==> src/rtl/bin2bcd_pkg.sv <==
// Shared types and helpers for the sequential double-dabble converter.
package bin2bcd_pkg;

  typedef enum logic {IDLE, SHIFT} b2b_state_t;

  localparam int BCD_NIB_W = 4;

  // Double-dabble pre-shift correction: a nibble of 5 or more gets +3.
  function automatic logic [3:0] add3_adj(input logic [3:0] nib);
    return (nib >= 4'd5) ? nib + 4'd3 : nib;
  endfunction

endpackage

==> src/rtl/bcd_digit_adj.sv <==
// Combinational per-digit adjust applied before each double-dabble shift.
module bcd_digit_adj
  import bin2bcd_pkg::*;
(
  input  logic [BCD_NIB_W-1:0] nib,
  output logic [BCD_NIB_W-1:0] adj
);

  // Correct one scratch digit ahead of the shift.
  always_comb begin
    adj = add3_adj(nib);
  end

endmodule

==> src/rtl/bin2bcd_seq.sv <==
// Sequential binary-to-BCD converter: one double-dabble shift per CLK.
// Optional macro BIN2BCD_AUTO_CONVERT_EN: start automatically in IDLE
// whenever DATA_IN differs from the last accepted value.
module bin2bcd_seq
  import bin2bcd_pkg::*;
#(
  parameter int BIN_W       = 16,
  parameter int BCD_DIGITS  = 5,
  parameter int DISP_DIGITS = 4
) (
  input  logic                          CLK,
  input  logic                          RST_N,
  input  logic                          START,
  input  logic [BIN_W-1:0]              DATA_IN,
  output logic                          BUSY,
  output logic                          DONE,
  output logic [BCD_NIB_W*BCD_DIGITS-1:0] BCD_OUT,
  output logic                          OVF
);

  localparam int SCR_W = BCD_NIB_W * BCD_DIGITS;
  localparam int CNT_W = $clog2(BIN_W + 1);

  b2b_state_t         state_q, state_d;
  logic [BIN_W-1:0]   bin_q;
  logic [SCR_W-1:0]   scr_q;
  logic [CNT_W-1:0]   cnt_q;
  logic [SCR_W-1:0]   adj;
  logic [SCR_W-1:0]   scr_next;
  logic [BIN_W-1:0]   bin_next;
  logic               ovf_next;
  logic               start_req;
  logic               accept;
  logic               last_shift;

  genvar g;
  generate
    for (g = 0; g < BCD_DIGITS; g++) begin : g_adj
      bcd_digit_adj u_adj (
        .nib (scr_q[g*BCD_NIB_W +: BCD_NIB_W]),
        .adj (adj[g*BCD_NIB_W +: BCD_NIB_W])
      );
    end
  endgenerate

  assign scr_next = {adj[SCR_W-2:0], bin_q[BIN_W-1]};
  assign bin_next = {bin_q[BIN_W-2:0], 1'b0};

  generate
    if (BCD_DIGITS > DISP_DIGITS) begin : g_ovf
      assign ovf_next = |scr_next[SCR_W-1:BCD_NIB_W*DISP_DIGITS];
    end else begin : g_no_ovf
      assign ovf_next = 1'b0;
    end
  endgenerate

`ifdef BIN2BCD_AUTO_CONVERT_EN
  logic [BIN_W-1:0] last_q;

  // Remember the last accepted word so a change can trigger a conversion.
  always_ff @(posedge CLK or negedge RST_N) begin
    if (!RST_N)      last_q <= '0;
    else if (accept) last_q <= DATA_IN;
  end

  assign start_req = START | (DATA_IN != last_q);
`else
  assign start_req = START;
`endif

  // State register.
  always_ff @(posedge CLK or negedge RST_N) begin
    if (!RST_N) state_q <= IDLE;
    else        state_q <= state_d;
  end

  // Next-state decode, accept/finish strobes and BUSY.
  always_comb begin
    state_d    = state_q;
    accept     = 1'b0;
    last_shift = 1'b0;
    BUSY       = 1'b0;
    case (state_q)
      IDLE: begin
        if (start_req) begin
          accept  = 1'b1;
          state_d = SHIFT;
        end
      end
      SHIFT: begin
        BUSY = 1'b1;
        if (cnt_q == CNT_W'(BIN_W - 1)) begin
          last_shift = 1'b1;
          state_d    = IDLE;
        end
      end
      default: state_d = IDLE;
    endcase
  end

  // Shift datapath, iteration counter and registered result.
  always_ff @(posedge CLK or negedge RST_N) begin
    if (!RST_N) begin
      bin_q   <= '0;
      scr_q   <= '0;
      cnt_q   <= '0;
      BCD_OUT <= '0;
      OVF     <= 1'b0;
      DONE    <= 1'b0;
    end else begin
      DONE <= last_shift;
      if (accept) begin
        bin_q <= DATA_IN;
        scr_q <= '0;
        cnt_q <= '0;
      end else if (state_q == SHIFT) begin
        bin_q <= bin_next;
        scr_q <= scr_next;
        cnt_q <= cnt_q + CNT_W'(1);
      end
      // The last shift's result goes straight to the output register.
      if (last_shift) begin
        BCD_OUT <= scr_next;
        OVF     <= ovf_next;
      end
    end
  end

endmodule
==> config.mk <==
export PLATFORM = sky130hd
export DESIGN_NAME = bin2bcd_seq
export DESIGN_NICKNAME = d
export VERILOG_FILES = /design/src/rtl/bin2bcd_pkg.sv /design/src/rtl/bcd_digit_adj.sv /design/src/rtl/bin2bcd_seq.sv
export SDC_FILE = /design/constraint.sdc
export NUM_CORES = 1
export LEC_CHECK = 0
export CELL_PAD_IN_SITES_DETAIL_PLACEMENT = 1
export CELL_PAD_IN_SITES_GLOBAL_PLACEMENT = 1
export CORE_MARGIN = 2
export CORE_UTILIZATION = 38
export CTS_CLUSTER_SIZE = 12
export DETAILED_ROUTE_END_ITERATION = 10
export GPL_ROUTABILITY_DRIVEN = 0
export GPL_TIMING_DRIVEN = 0
export PLACE_DENSITY = 0.74
export SYNTH_ARGS = -nofsm -noshare
export SYNTH_HDL_FRONTEND = slang
export SYNTH_SLANG_ARGS = --single-unit
==> constraint.sdc <==
create_clock -name CLK -period 1.55 [get_ports CLK]
set_input_delay 0.31 -clock CLK [delete_from_list [all_inputs] [get_ports CLK]]
set_output_delay 0.31 -clock CLK [all_outputs]
set_load 0.02 [all_outputs]
### After elaboration in Yosys (flattened, before gate mapping)

Index checks and enable logic that the tools add are counted.

| word-level totals | value |
|---|---|
| memory bits (read-only) | 0 |
| input bits | 19 |
| memory bits (writable) | 0 |
| latch bits | 0 |
| memories kept | 0 |
| bits in registers | 64 |
| output and inout port bits | 23 |
| logic and storage cells | 40 |

| operators by class | value |
|---|---|
| muxes and demuxes | 18 |
| bitwise logic cells | 1 |
| div/mod/pow operators | 0 |
| add/sub/neg operators | 6 |
| $lt $le $gt $ge | 5 |
| equality and inequality tests | 1 |
| shift operators | 0 |
| reductions and logical operators | 2 |
| multipliers | 0 |

Operators with widths:

| cell | number |
|---|---|
| $mux W20 | 2 |
| $mux W16 | 2 |
| $ge A4 B3 Y1 const B | 5 |
| $add A4 B2 Y4 const B | 4 |
| $mux W4 | 4 |
| $mux W5 | 2 |
| $mux W1 | 6 |
| $add A5 B1 Y5 const B | 1 |
| $eq A5 B4 Y1 const B | 1 |
| $reduce_or A4 Y1 | 1 |
| $add A3 B2 Y3 const B | 1 |
| $mux W3 | 1 |
| $pmux W1 S2 | 1 |
| $reduce_bool A2 Y1 | 1 |
| $not A1 Y1 | 1 |

### Depth between registers and ports, before layout

Gate-level depths: netlist of the first run.

| logic depth | value |
|---|---|
| word-level depth | 4 |
| mapped depth | 8 |
| depth with buffers taken out | 7 |

### Cells and area by module

From an unflattened synthesis of the first run, not the netlist that was laid out.

| unflattened totals | value |
|---|---|
| cells, all modules | 267 |
| area total of the unflattened synthesis | 3,078.0 sq um |

Modules (own cells, without submodules):

| module | cells an instance | area an instance (sq um) | times used | seq. area each (sq um) |
|---|---|---|---|---|
| bin2bcd_seq | 187 | 2,571.2 | 1 | 1,601.5 |
| bcd_digit_adj | 16 | 101.3 | 5 | 0.0 |

### Least setup slack after synthesis of the first run

Ideal clock, no wire load.

| timing path | value |
|---|---|
| path kind | register to register |
| from | register cnt_q[0] |
| to | register BCD_OUT[18] |
| cell stages (with the launch flop) | 8 |
| path slack | -114 ps |
| data arrival time | 1,539 ps |
| clock period less this slack | 1,664 ps |
| path through | dfrtp_1 > ha_1 > and3_1 > ha_1 > nand2_2 > inv_2 > buf_6 > mux2_2 |

| between the ends | value |
|---|---|
| cells in the longest elaborated chain, start to end | 3 |

Ends and longest elaborated chain:

| item | line | source |
|---|---|---|
| start: declaration | bin2bcd_seq.sv:27 | `logic [CNT_W-1:0] cnt_q;` |
| start signal: assignment | bin2bcd_seq.sv:119 | `cnt_q <= cnt_q + CNT_W'(1);` |
| $eq A5 B4 Y1 | bin2bcd_seq.sv:92 | `if (cnt_q == CNT_W'(BIN_W - 1)) begin` |
| $mux W1 | bin2bcd_seq.sv:92 |  |
| $mux W1 | bin2bcd_seq.sv:83 | `case (state_q)` |
| named net last_shift | bin2bcd_seq.sv:34 | `logic last_shift;` |
| end signal: assignment | bin2bcd_seq.sv:123 | `BCD_OUT <= scr_next;` |
| end: declaration | bin2bcd_seq.sv:17 | `output logic [BCD_NIB_W*BCD_DIGITS-1:0] BCD_OUT,` |

The timed path passes the listed nets, and every way through them passes these cells.
A chain may end at the register's enable or synchronous reset.

### Worst setup path in the final report of the first run

| timing path | value |
|---|---|
| from | register cnt_q[0] |
| to | register BCD_OUT[2] |

Same word-level chain as after synthesis.

==> flow_metrics.tcl, run 1 <==
set metrics [dict create \
    run_status "complete, but fails checks" \
    violated_checks "setup timing" \
    grt_pass1_wl_mm 12.1 \
    synthToLayoutAreaGrowth_pct 36.4 \
    sw_frac_of_total 0.402 \
    diodes 0 \
    max_slew_violation_count 0 \
    leakagePower_nw 1.89 \
    final_hold_viol_count 0 \
    share_seq_of_total_power 0.350 \
    post-synth-top-area-fraction 0.534 \
    core_area_sq_um 7690 \
    maxClockFrequency_ghz 0.613 \
    dp_hpwl_mm 4.77 \
    critical_path.max_fanout 8 \
    remaining_antenna_violation_count 0 \
    ys_dominant_reg_cell "sky130_fd_sc_hd__dfrtp_1" \
    synth.top_cells.by_area "sky130_fd_sc_hd__dfrtp_1 (53%), sky130_fd_sc_hd__mux2i_1 (7.3%), sky130_fd_sc_hd__o21ai_0 (6.3%)" \
    setup_tns_ns -0.656 \
    route.detailed.vias_per_inst 5.11 \
    grt_antenna_before_repair 0 \
    start_util 0.390 \
    power-per-cell-area_nw_per_um2 2110 \
    cts_tree "built" \
    synth.most_common_cell "sky130_fd_sc_hd__dfrtp_1" \
    port_buffers 40 \
    hp-class "input port to async pin" \
    drv.max_cap_violation_count 0 \
    cts.root.buffer_cell "sky130_fd_sc_hd__clkbuf_8" \
    crit_required_ns 1.77 \
    vias 2325 \
    route.detailed.wl_per_inst_microns 16.5 \
    layout.nets 380 \
    power_switching_mw 3.47 \
    yosys.area.top_type "sky130_fd_sc_hd__dfrtp_1" \
    cts_inserted_buffers 9 \
    core.rowCount 32 \
    cts.clk_slew.worst_paths_ns 0.07 \
    ys_warn_count 0 \
    critical_path_class "flip-flop to flip-flop" \
    seq_total_area_yosys 0.534 \
    irDropWorstVdd_mv 0.813 \
    floorplan.die.width_microns 92.8 \
    die_area_sq_um 8620 \
    worst_clock_skew_ns 0.0105 \
    number_of_design_rule_violations_left_after_detail_routing 0 \
    syn-mean-instance-area_sq_um 10.7 \
    clock_path_buffers 2 \
    timing.critical_path.to_type "flip-flop" \
    final.min_clock_period_ns 1.63 \
    grt_start_max_net_pins 65 \
    clkLatencyLatePin_ns 0.34 \
    overflow 0 \
    synth.ff_latch_count 64 \
    synth_edf_count 0 \
    internal_power_mw 5.16 \
    post_synth_inst_count 279 \
    ys_async_sr_fraction 1.00 \
    worstSetupStartpointType "flip-flop" \
    rsz0062_at_grt "yes" \
    io_pins 42 \
    ctsHtreeMaxLevel 3 \
    drt_first_pass_iters 4 \
    first_global_vias 2448 \
    finalWorstSetupSlack_ns -0.0811 \
    synth_nets 310 \
    final_layout_size_suffix_gt1_frac 0.261 \
    setup_viol_count_final 13 \
    wirelength_mm 7.50 \
    post-route-period-util 1.05 \
    synth.cells.most_frequent "sky130_fd_sc_hd__dfrtp_1 (64), sky130_fd_sc_hd__nand2_1 (42), sky130_fd_sc_hd__o21ai_0 (38)" \
    die_y_microns 92.8 \
    max_slew_margin 0.462 \
    grt_usage 0.183 \
    comb_power_share 0.495 \
    worst-slew-pin-transition_ns 0.807 \
    cts_num_sinks 64 \
    drt_iter0_markers 39 \
    holdBufCountCts 0 \
    yosysUniqueCellTypes 30 \
    totalPowerFinal_mw 8.62 \
    cp.arrival_ns 1.85 \
    synth.cell_area_sq_um 3000 \
    p_clk_frac 0.155 \
]
kinds of logic after synthesis:
| group | after synthesis | share of synthesized area |
|---|---|---|
| AOI/OAI and AO/OA | 65 | 0.131 |
| xor gates and xnor gates | 6 | 0.0175 |
| adders and majority gates | 12 | 0.0501 |
| buffers and inverters | 26 | 0.0413 |
| DFF | 64 | 0.534 |
| muxes | 33 | 0.115 |
| and+or+nand+nor | 73 | 0.111 |
cells in the final DEF (no fill, tap or decap), drive strengths merged:
master,count
a21oi,9
o21ai,38
mux2i,22
nor3,1
dlygate4sd2,23
nand2,43
buf,26
nor2,9
nand2b,7
clkinvlp,4
a21o,1
nand3,5
nand4b,1
xnor2,5
nor3b,5
mux2,11
o32a,1
clkinv,1
o31ai,1
clkbuf,17
xor2,1
ha,12
clkdlybuf4s50,16
a22o,12
and3,2
dfrtp,64
a31oi,3
inv,13
per-layer routing:
| layer | wire length, microns | vias to the layer above | GRT usage |
|---|---|---|---|
| li1 | - | 1103 | - |
| met1 | 3420 | 1175 | 0.223 |
| met2 | 3760 | 33 | 0.319 |
| met3 | 169 | 14 | 0.0366 |
| met4 | 148 | 0 | 0.0699 |
| met5 | 0 | - | 0 |
area by class of cell:
| cell class | instances | area, sq um |
|---|---|---|
| plain buffers | 12 | 82.6 |
| clock buffers | 11 | 151 |
| clock inverters | 4 | 30.0 |
| fillers | 833 | 3600 |
| inverters | 14 | 65.1 |
| multi-input cells | 189 | 1490 |
| flip-flops and latches | 64 | 1610 |
| well taps | 102 | 128 |
| repair buffers | 59 | 537 |
path summary, 6_finish.rpt:
path | endpoint | cells past startpoint | slack (ns) | start
worst max-delay path | BCD_OUT[2] | 7 | -0.08 | cnt_q[0]
worst min-delay path | BCD_OUT[1] | 1 | 0.06 | RST_N
worst max register to register | BCD_OUT[2] | 7 | -0.08 | cnt_q[0]
worst min register to register | BCD_OUT[3] | 2 | 0.49 | BCD_OUT[3]
max in group asynchronous | scr_q[12] | 1 | 0.92 | RST_N
min in group CLK | bin_q[6] | 3 | 0.41 | START
through the flow:
step | hold slack [ns] | cells | utilization | cell area, sq um | worst slack [ns]
after CTS | 0.0950 | 445 | 0.505 | 3880 | -0.101
final | 0.0621 | 455 | 0.532 | 4090 | -0.0811
after floorplan | 0.0144 | 279 | - | 3040 | -0.0133
after detailed placement | 0.468 | 421 | 0.463 | 3560 | -0.191
after global placement | 0.462 | 421 | 0.464 | 3560 | -2.10
after global routing | 0.112 | 455 | 0.532 | 4090 | -0.136
flip-flops by register name, summed over array words and instances, names as in the netlist:
register and count:
scr_q 20, bin_q 16, cnt_q 5, DONE 1, BCD_OUT 20, OVF 1
state_q 1
critical path, stage by stage, from the launching register on:
cell and delay (ns):
sky130_fd_sc_hd__dfrtp_1 0.41, sky130_fd_sc_hd__ha_2 0.19, sky130_fd_sc_hd__and3_4 0.15, sky130_fd_sc_hd__ha_4 0.17, sky130_fd_sc_hd__nand2_8 0.08, sky130_fd_sc_hd__clkinv_8 0.07, sky130_fd_sc_hd__buf_12 0.14, sky130_fd_sc_hd__mux2_4 0.29
power by group through the flow:
stage                     clock, mW  sequential (mW)  combinational, mW
after floorplan                   0             3.14               2.06
after global placement            0             2.93               3.34
after detailed placement          0             2.98               3.51
after CTS                      1.37             2.97               3.69
after global routing           1.45             3.13               4.71
final                          1.33             3.02               4.27
what timing repair did:
action | 4_1_cts | 5_1_grt
pin swaps | 5 | 10
endpoints found under the setup margin | 49 | 33
resized for setup | 44 | 32
buffers inserted | 9 | 10
No activity file was read; power rests on OpenSTA's default activity.
==> run 2: changes to the inputs <==
==> constraint.sdc (replaced) <==
create_clock -name CLK -period 1.55 [get_ports CLK]
set_input_delay 0.31 -clock CLK [delete_from_list [all_inputs] [get_ports CLK]]
set_output_delay 0.31 -clock CLK [all_outputs]
set_load 0.005 [all_outputs]
==> flow_metrics.tcl, run 2 (same netlist as run 1, synthesis figures left out) <==
set metrics [dict create \
    maxClockFrequency_ghz 0.614 \
    drt_first_pass_iters 4 \
    max_slew_margin 0.459 \
    layout.nets 389 \
    use_met1 0.223 \
    post-route-period-util 1.05 \
    number_of_design_rule_violations_left_after_detail_routing 0 \
    vias 2369 \
    layout_top_registers "BCD_OUT x20, scr_q x20, bin_q x16" \
    die_area_sq_um 8620 \
    dp_hpwl_mm 4.77 \
    core_area_sq_um 7690 \
    grt_antenna_before_repair 0 \
    overflow 0 \
    reg_to_reg_endpoint "BCD_OUT[2]" \
    totalPowerFinal_mw 8.68 \
    cts.clk_slew.worst_paths_ns 0.07 \
    grt_start_max_net_pins 65 \
    remaining_antenna_violation_count 0 \
    critical-path-max-stage-delay_ns 0.41 \
    crit_path_cell_trace "ha_2, and3_4, ha_4, nand2_8, clkinv_8, buf_12, mux2_4" \
    layout.cells.most_common "sky130_fd_sc_hd__dfrtp_1" \
    final_layout_size_suffix_gt1_frac 0.279 \
    critical_path_class "flip-flop to flip-flop" \
    worst-slew-pin-transition_ns 0.811 \
    violated_checks "setup timing" \
    r2r_start "cnt_q[0]" \
    cts_num_sinks 64 \
    drv.max_cap_violation_count 0 \
    route.detailed.vias_per_inst 5.11 \
    cts.root.buffer_cell "sky130_fd_sc_hd__clkbuf_8" \
    start_util 0.390 \
    postPlaceCellArea_sq_um 3560 \
    irDropWorstVdd_mv 0.832 \
    diodes 0 \
    cts_tree "built" \
    final.min_clock_period_ns 1.63 \
    cp.arrival_ns 1.85 \
    timing.critical_path.to_type "flip-flop" \
    port_buffers 40 \
    critical_path.max_fanout 8 \
    layout_common_cells "sky130_fd_sc_hd__dfrtp_1 (61), sky130_fd_sc_hd__nand2_1 (42), sky130_fd_sc_hd__o21ai_0 (37)" \
    core.rowCount 32 \
    final_area_sq_um 4210 \
    route.detailed.wl_per_inst_microns 16.9 \
    max_slew_violation_count 0 \
    leakagePower_nw 2.01 \
    rsz0062_at_grt "yes" \
    setup_tns_ns -0.674 \
    setup_viol_count_final 15 \
    placedCellCount 421 \
    hp-class "input port to async pin" \
    first_global_vias 2452 \
    synthToLayoutAreaGrowth_pct 40.4 \
    timing.reg2reg.setup_slack_ns -0.08 \
    floorplan.die.width_microns 92.8 \
    grt_usage 0.183 \
    grt_pass1_wl_mm 12.1 \
    cp_slowest_cell "sky130_fd_sc_hd__dfrtp_1" \
    grt_most_used_layer "met2" \
    fillers 835 \
    worst_clock_skew_ns 0.0132 \
    run_status "complete, but fails checks" \
    io_pins 42 \
    grtUsageMet2 0.319 \
    drt_iter0_markers 62 \
    worst_reg_to_reg_path_cell_count 7 \
    ctsHtreeMaxLevel 3 \
    cts_inserted_buffers 9 \
    clock_path_buffers 2 \
    final_hold_viol_count 0 \
    die_y_microns 92.8 \
    crit_required_ns 1.77 \
    worstSetupStartpointType "flip-flop" \
    finalWorstSetupSlack_ns -0.0793 \
    fin_cells 464 \
    met3_track_demand_over_resource 0.0366 \
    pre_cts_ws_ns -0.191 \
    clkLatencyLatePin_ns 0.35 \
    wirelength_mm 7.86 \
    power-per-cell-area_nw_per_um2 2060 \
]
run 2: final cells by class:
cell class	instances	area [sq um]	share of cell area
clock buffers	11	151	0.0360
repair buffers	68	659	0.157
multi-input cells	189	1490	0.354
well taps	102	128	0.0303
inverters	14	65.1	0.0155
plain buffers	12	82.6	0.0196
flip-flops and latches	64	1610	0.381
clock inverters	4	30.0	0.00713
run 2: repair_timing:
item                       4_1_cts  5_1_grt
hold endpoints to repair         0        0
gates resized for setup         22       43
pin swaps                        5       10
setup endpoints to repair       27       50
buffers inserted                 9       19
hold buffers                     0        0
run 2: layer usage:
metal | part of all wire | vias up | wire (microns)
met1 | 0.45 | 1203 | 3570
met5 | 0 | - | 0
li1 | - | 1119 | -
met2 | 0.51 | 35 | 3990
met3 | 0.022 | 12 | 170
met4 | 0.016 | 0 | 126
run 2: report_power, final:
group          switching, mW  internal, mW  leakage [nW]
combinational           1.97          2.35          1.13
clock                  0.676         0.658        0.0797
sequential             0.625          2.40         0.800
total                   3.27          5.41          2.01
run 2: worst max-delay path by stage:
| stage | start | end |
|---|---|---|
| 6_report | cnt_q[0] | BCD_OUT[2] |
| 5_1_grt | cnt_q[0] | BCD_OUT[16] |
| 4_1_cts | cnt_q[0] | BCD_OUT[2] |
| 3_5_place_dp | cnt_q[0] | BCD_OUT[18] |
| 3_3_place_gp | RST_N | scr_q[16] |
| 2_1_floorplan | cnt_q[0] | BCD_OUT[18] |
run 2: critical path: cells and delay by family, from the launching register on:
family / cells / cell delay [ns]
DFF: 1 / 0.41
adders and majority gates: 2 / 0.36
muxes: 1 / 0.29
and+or+nand+nor: 2 / 0.23
buffers and inverters: 2 / 0.21
run 2: stage by stage:
stage	hold WS, ns	util
detailed placement	0.468	0.463
floorplan	0.0144	-
finish	0.0627	0.548
global placement	0.462	0.464
CTS	0.0950	0.509
global route	0.105	0.548
